$ cat src/rtl/cfg_serializer_pkg.sv
// Shared widths, frame length and FSM encoding for the gain-configuration serializer.
package cfg_pkg;

    localparam int W_A1  = 2;
    localparam int W_A2  = 3;
    localparam int NB    = W_A1 + W_A2;
    localparam int CNT_W = $clog2(NB + 1);

    typedef enum logic [1:0] {
        ST_IDLE = 2'd0,
        ST_LOW  = 2'd1,
        ST_HIGH = 2'd2,
        ST_DONE = 2'd3
    } state_e;

    // Frame image: gainA1 occupies the low bits so it leaves first, LSB-first.
    function automatic logic [NB-1:0] pack_frame(input logic [W_A1-1:0] a1,
                                                 input logic [W_A2-1:0] a2);
        return {a2, a1};
    endfunction

endpackage

$ cat src/rtl/cfg_serializer_if.sv
// Request/gain inputs and serial/status outputs of the serializer.
interface cfg_serializer_if;
    import cfg_pkg::*;

    logic            i_start;
    logic [W_A1-1:0] i_gainA1;
    logic [W_A2-1:0] i_gainA2;
    logic            o_sclk;
    logic            o_sdin;
    logic            o_busy;
    logic            o_done;

    modport master (
        output i_start, i_gainA1, i_gainA2,
        input  o_sclk, o_sdin, o_busy, o_done
    );

    modport slave (
        input  i_start, i_gainA1, i_gainA2,
        output o_sclk, o_sdin, o_busy, o_done
    );

endinterface

$ cat src/rtl/cfg_serializer_sclk_gen.sv
// Half-period timer for the serial clock: strobes once every SCLK_DIV enabled cycles.
module cfg_sclk_gen #(
    parameter int SCLK_DIV = 2
) (
    input  logic i_clk,
    input  logic i_resetbAll,
    input  logic i_en,
    input  logic i_sclk,
    output logic o_rise,
    output logic o_fall
);

    localparam int PH_W = $clog2(SCLK_DIV + 1);
    localparam logic [PH_W-1:0] PH_LAST = PH_W'(SCLK_DIV - 1);

    logic [PH_W-1:0] r_phase;
    logic            w_tick;

    assign w_tick = i_en && (r_phase == PH_LAST);
    assign o_rise = w_tick && !i_sclk;
    assign o_fall = w_tick && i_sclk;

    // Phase counter: restarts at every strobe and is held at zero while idle.
    always_ff @(posedge i_clk or negedge i_resetbAll) begin
        if (!i_resetbAll) begin
            r_phase <= '0;
        end else if (!i_en || w_tick) begin
            r_phase <= '0;
        end else begin
            r_phase <= r_phase + PH_W'(1);
        end
    end

endmodule

$ cat src/rtl/cfg_serializer.sv
// Serializes {gainA2, gainA1} LSB-first onto a register-driven o_sclk/o_sdin pair.
module cfg_serializer
    import cfg_pkg::*;
#(
    parameter int SCLK_DIV = 2
) (
    input  logic            i_clk,
    input  logic            i_resetbAll,
    cfg_serializer_if.slave io_bus
);

    localparam logic [CNT_W-1:0] LAST_BIT = CNT_W'(NB - 1);

    state_e           r_state;
    state_e           w_state_nxt;
    logic [NB-1:0]    r_shift;
    logic [NB-1:0]    w_shift_nxt;
    logic [NB-1:0]    w_frame;
    logic [CNT_W-1:0] r_bit_cnt;
    logic [CNT_W-1:0] w_bit_cnt_nxt;
    logic             r_sclk;
    logic             w_sclk_nxt;
    logic             r_sdin;
    logic             w_sdin_nxt;
    logic             r_busy;
    logic             w_busy_nxt;
    logic             r_done;
    logic             w_done_nxt;
    logic             w_rise;
    logic             w_fall;

    assign w_frame = pack_frame(io_bus.i_gainA1, io_bus.i_gainA2);

    cfg_sclk_gen #(
        .SCLK_DIV (SCLK_DIV)
    ) u_sclk_gen (
        .i_clk       (i_clk),
        .i_resetbAll (i_resetbAll),
        .i_en        (r_busy),
        .i_sclk      (r_sclk),
        .o_rise      (w_rise),
        .o_fall      (w_fall)
    );

    // State and output registers; reset aborts any frame without a done pulse.
    always_ff @(posedge i_clk or negedge i_resetbAll) begin
        if (!i_resetbAll) begin
            r_state   <= ST_IDLE;
            r_shift   <= '0;
            r_bit_cnt <= '0;
            r_sclk    <= 1'b0;
            r_sdin    <= 1'b0;
            r_busy    <= 1'b0;
            r_done    <= 1'b0;
        end else begin
            r_state   <= w_state_nxt;
            r_shift   <= w_shift_nxt;
            r_bit_cnt <= w_bit_cnt_nxt;
            r_sclk    <= w_sclk_nxt;
            r_sdin    <= w_sdin_nxt;
            r_busy    <= w_busy_nxt;
            r_done    <= w_done_nxt;
        end
    end

    // Next-state and next-output logic; DONE accepts a new start so frames can abut.
    always_comb begin
        w_state_nxt   = r_state;
        w_shift_nxt   = r_shift;
        w_bit_cnt_nxt = r_bit_cnt;
        w_sclk_nxt    = r_sclk;
        w_sdin_nxt    = r_sdin;
        w_busy_nxt    = r_busy;
        w_done_nxt    = 1'b0;

        case (r_state)
            ST_IDLE, ST_DONE: begin
                if (io_bus.i_start) begin
                    w_state_nxt   = ST_LOW;
                    w_shift_nxt   = w_frame;
                    w_bit_cnt_nxt = '0;
                    w_sclk_nxt    = 1'b0;
                    w_sdin_nxt    = w_frame[0];
                    w_busy_nxt    = 1'b1;
                end else begin
                    w_state_nxt   = ST_IDLE;
                    w_sclk_nxt    = 1'b0;
                    w_sdin_nxt    = 1'b0;
                    w_busy_nxt    = 1'b0;
                end
            end
            ST_LOW: begin
                if (w_rise) begin
                    w_state_nxt = ST_HIGH;
                    w_sclk_nxt  = 1'b1;
                end else begin
                    w_state_nxt = ST_LOW;
                end
            end
            ST_HIGH: begin
                if (w_fall) begin
                    w_sclk_nxt = 1'b0;
                    if (r_bit_cnt == LAST_BIT) begin
                        w_state_nxt = ST_DONE;
                        w_sdin_nxt  = 1'b0;
                        w_busy_nxt  = 1'b0;
                        w_done_nxt  = 1'b1;
                    end else begin
                        w_state_nxt   = ST_LOW;
                        w_shift_nxt   = r_shift >> 1;
                        w_sdin_nxt    = w_shift_nxt[0];
                        w_bit_cnt_nxt = r_bit_cnt + CNT_W'(1);
                    end
                end else begin
                    w_state_nxt = ST_HIGH;
                end
            end
            default: begin
                w_state_nxt   = ST_IDLE;
                w_shift_nxt   = '0;
                w_bit_cnt_nxt = '0;
                w_sclk_nxt    = 1'b0;
                w_sdin_nxt    = 1'b0;
                w_busy_nxt    = 1'b0;
            end
        endcase
    end

    assign io_bus.o_sclk = r_sclk;
    assign io_bus.o_sdin = r_sdin;
    assign io_bus.o_busy = r_busy;
    assign io_bus.o_done = r_done;

endmodule
$ cat src/flat_wrapper.sv
// flat-port wrapper written by rule: the top's interface ports become plain ports
module cfg_serializer_flat import cfg_pkg::*;
#(
    parameter int SCLK_DIV = 2
)
  (i_clk, i_resetbAll, io_bus_i_start, io_bus_i_gainA1, io_bus_i_gainA2, io_bus_o_sclk, io_bus_o_sdin, io_bus_o_busy, io_bus_o_done);
  cfg_serializer_if io_bus_i ();
  input  logic i_clk;
  input  logic i_resetbAll;
  input wire logic [$bits(io_bus_i.i_start)-1:0] io_bus_i_start;
  input wire logic [$bits(io_bus_i.i_gainA1)-1:0] io_bus_i_gainA1;
  input wire logic [$bits(io_bus_i.i_gainA2)-1:0] io_bus_i_gainA2;
  output wire logic [$bits(io_bus_i.o_sclk)-1:0] io_bus_o_sclk;
  output wire logic [$bits(io_bus_i.o_sdin)-1:0] io_bus_o_sdin;
  output wire logic [$bits(io_bus_i.o_busy)-1:0] io_bus_o_busy;
  output wire logic [$bits(io_bus_i.o_done)-1:0] io_bus_o_done;
  assign io_bus_i.i_start = io_bus_i_start;
  assign io_bus_i.i_gainA1 = io_bus_i_gainA1;
  assign io_bus_i.i_gainA2 = io_bus_i_gainA2;
  assign io_bus_o_sclk = io_bus_i.o_sclk;
  assign io_bus_o_sdin = io_bus_i.o_sdin;
  assign io_bus_o_busy = io_bus_i.o_busy;
  assign io_bus_o_done = io_bus_i.o_done;
  cfg_serializer #(.SCLK_DIV(SCLK_DIV)) u_core (.i_clk(i_clk), .i_resetbAll(i_resetbAll), .io_bus(io_bus_i));
endmodule
$ cat config.mk
export PLATFORM = sky130hd
export DESIGN_NAME = cfg_serializer_flat
export DESIGN_NICKNAME = d
export VERILOG_FILES = /design/src/rtl/cfg_serializer_pkg.sv /design/src/rtl/cfg_serializer_if.sv /design/src/rtl/cfg_serializer_sclk_gen.sv /design/src/rtl/cfg_serializer.sv /design/src/flat_wrapper.sv
export SDC_FILE = /design/constraint.sdc
export NUM_CORES = 1
export LEC_CHECK = 0
export BUFFER_PORTS_ARGS = -buffer_cell sky130_fd_sc_hd__buf_2
export CORE_AREA = 2 2 42 44
export CTS_BUF_LIST = sky130_fd_sc_hd__clkbuf_16
export CTS_CLUSTER_SIZE = 24
export DETAILED_ROUTE_END_ITERATION = 10
export DIE_AREA = 0 0 44 46
export GPL_TIMING_DRIVEN = 0
export PLACE_DENSITY = 0.75
export SETUP_SLACK_MARGIN = 0.5
export SLEW_MARGIN = 20
export SYNTH_ARGS = -nofsm -noshare
export SYNTH_HDL_FRONTEND = slang
export SYNTH_SLANG_ARGS = --single-unit
$ cat constraint.sdc
create_clock -name i_clk -period 2.38 [get_ports i_clk]
set_input_delay 0.476 -clock i_clk [delete_from_list [all_inputs] [get_ports i_clk]]
set_output_delay 0.476 -clock i_clk [all_outputs]
set_load 0.02 [all_outputs]
==> metrics.md <==
| Metric | Value |
|---|---|
| Status | finished, final reports clean |
| CP arrival | 1.91 ns |
| Peak fanout along the critical path | 8 |
| Worst endpoint required time | 2.51 ns |
| Avg Cell Area, Syn | 10.1 um^2 |
| Clock Tree Buf Depth | 2 |
| Maximum clock frequency | approximately 560 MHz |
| Post-DP HPWL | 1050 um |
| Port buffer count | 11 |
| Ports | 12 |
| Clock buffers created by TritonCTS | 3 |
| Routed WL | 1440 um |
| Row count | 15 |
| Die ar. | 2020 um^2 |
| Leakage | 0.458 nW |
| Post-synth net total | 92 |
| HP Class | in -> async |
| Avg WL per Cell | 12.9 um |
| Nets | 108 |
| Pwr per Cell Area | between 1000 and 1500 nW/um^2 |
| Placed Cells | approximately 110 |
| N_diodes | 0 |
| Top cell type's share of synthesized area | 0.471 |
| Slew HR | 0.681 |
| Ys Warns | 0 |
| Hold WS | between 0.1 and 0.15 ns |
| Area leader, netlist | dfrtp_1 |
| Sequential cell area fraction in the yosys report | 0.471 |
| RSZ-0062 raised after global routing | no |
| Critical path type | reg -> reg |
| Top post-synthesis cells by area | dfrtp_1, ha_1, o221a_1 |
| Clock power share | 0.304 |
| Starting Density | 0.494 |
| Pins over their slew limit | 0 |
| Post-CTS setup buffers | 0 |
| Die Y | 46 um |
| Fin cells | 111 |
| Mapped Area | 797 um^2 |
| Post-CTS Hold Buffers | 0 |
| Max-cap check violation count | 0 |
| Final setup viols | 0 |
| Worst-Margin Slew | 0.474 ns |
| Crit end category | flip-flop |
| DRT Pass-1 Iters | 4 |
| Routed vias | 633 |
| Flop pwr share | 0.372 |
| Clock sink count | 15 |
| Core outline area | between 1500 and 2000 um^2 |
| Initial antenna violation count | 0 |
| Peak VDD IR | 562 uV |
| Skew-Pair Late Insertion Delay | 0.25 ns |
| Total Power | 1.06 mW |
| First-pass GRT wire length | around 2400 um |
| Setup TNS | 0 ns |
| Switch share | 0.331 |
| Post-synth cell types | 28 |
| Power share of the combinational group | 0.324 |
| Switch Pwr | between 0.3 and 0.4 mW |
| CP startpoint kind | flip-flop |
| Largest net degree at the start of global routing | 16 |
| Via density | 5.70 |
| Antenna violation net count after detailed routing | 0 |
| Layout cell share with drive strength beyond 1 | 0.245 |
| Final GP Congestion | 0.788 |
| Clock period minus worst slack | 1.78 ns |
| DRC | 0 |
| Tcrit/Tclk final | 0.748 |
| Mapped Cells | 79 |
| Post-cts resize count | 0 |
| Final hold violation count | 0 |
| Area Overhead vs Synth | 19.5% |
| DRT iter0 DRCs | 4 |
| Yosys reg bits | 15 |
| CTS tree | yes |
| Total GRT Usage | 0.171 |
| Clock skew | 0.00585 ns |
| Vias in the first global route | ~570 |
| Internal | about 0.71 mW |
| Total grt overflow | 0 |
| H-tree depth | 1 |
| Die Wd | 44 um |
| CTS Root Cell | clkbuf_16 |
| Clock-pin slew on the worst setup and hold paths | about 0.05 ns |
-- synth_stat cells --
cell	count
nor2b_1	1
nand3_1	1
o221a_1	3
o21ai_0	4
o22ai_1	4
mux2_2	1
nand4_1	1
o31ai_1	1
dfrtp_1	15
nand3b_1	2
and2_1	1
ha_1	5
or2b_1	1
nor2_1	4
nand2_1	8
mux2i_1	3
or3_1	1
and3_1	1
a21oi_1	3
a31o_2	1
and3_2	1
buf_2	2
or2_2	3
nand4bb_1	1
nand2b_1	1
a211oi_1	1
inv_1	8
nand4_2	1
-- logic make-up after synthesis --
kind of cell / synth area share
AO/OA/AOI/OAI: 0.148
adder cells (fa/ha/maj): 0.0785
buffers and inverters: 0.0502
flip-flops: 0.471
multiplexers: 0.0518
AND/OR/NAND/NOR: 0.201
-- final timing paths --
| kind | start | end | slack, ns | cells past startpoint |
|---|---|---|---|---|
| worst min-delay path | i_resetbAll | u_core.r_state[0] | 0.13 | 1 |
| min in group i_clk | u_core.u_sclk_gen.r_phase[0] | u_core.u_sclk_gen.r_phase[0] | 0.43 | 1 |
| max in group asynchronous | i_resetbAll | u_core.r_shift[3] | 2.00 | 1 |
| worst max register to register | u_core.r_state[0] | u_core.r_shift[3] | 0.60 | 6 |
| worst min register to register | u_core.u_sclk_gen.r_phase[0] | u_core.u_sclk_gen.r_phase[0] | 0.43 | 1 |
| worst max-delay path | u_core.r_state[0] | u_core.r_shift[3] | 0.60 | 6 |
-- routing by layer --
| metal | GRT usage | vias to the layer above | wire length (um) |
|---|---|---|---|
| li1 | - | 312 | - |
| met1 | 0.203 | 303 | 665 |
| met2 | 0.274 | 14 | 674 |
| met3 | 0.0357 | 4 | 59 |
| met4 | 0.127 | 0 | 38 |
| met5 | 0 | - | 0 |
-- state kept, by name, indices dropped and copies added, names as in the netlist --
register                   cells
u_core.io_bus.o_sdin           1
u_core.r_state                 2
u_core.u_sclk_gen.r_phase      2
u_core.r_bit_cnt               3
u_core.io_bus.o_sclk           1
u_core.io_bus.o_done           1
u_core.io_bus.o_busy           1
u_core.r_shift                 4
-- per-stage QoR --
step                      area (um^2)  utilization  setup WS (ns)
after CTS                         952        0.590          0.610
final                             952        0.590          0.601
after detailed placement          873        0.541          0.617
after floorplan                   797            -          0.725
after global routing              952        0.590          0.503
after global placement            873        0.541          0.641
-- cell usage in the layout, fill, tap and decap left out, drive strengths merged --
cell,instances
clkbuf,3
nand3,1
or2,3
a31o,1
o221a,3
or3,1
mux2i,3
nand4,2
inv,9
or2b,1
a211oi,1
dfrtp,15
a21oi,3
nor2,4
nand2b,1
ha,5
o31ai,1
nand4bb,1
nand2,8
nand3b,2
o22ai,4
nor2b,1
and3,2
o21ai,4
mux2,1
buf,13
and2,1
-- power by group through the flow --
stage,sequential (mW),combinational [mW],clock [mW]
5_1_grt,0.411,0.382,0.336
3_5_place_dp,0.399,0.348,0
4_1_cts,0.396,0.348,0.328
6_report,0.395,0.344,0.322
2_1_floorplan,0.412,0.237,0
3_3_place_gp,0.396,0.333,0
-- worst max-delay path, cell delays in order, from the launching register on --
cell	delay [ns]
dfrtp_1	0.34
inv_1	0.05
ha_1	0.38
nor2b_1	0.18
or3_1	0.30
buf_2	0.16
o221a_1	0.24
-- cell type report --
class	instances	area (um^2)
tap	17	21.3
clock inverter	1	3.75
timing repair buffer	11	55.1
buffer	2	10.0
clock buffer	3	75.1
sequential	15	375
inverter	8	30.0
fill	142	662
multi-input combinational	54	382
No activity file was read; power rests on OpenSTA's default activity.
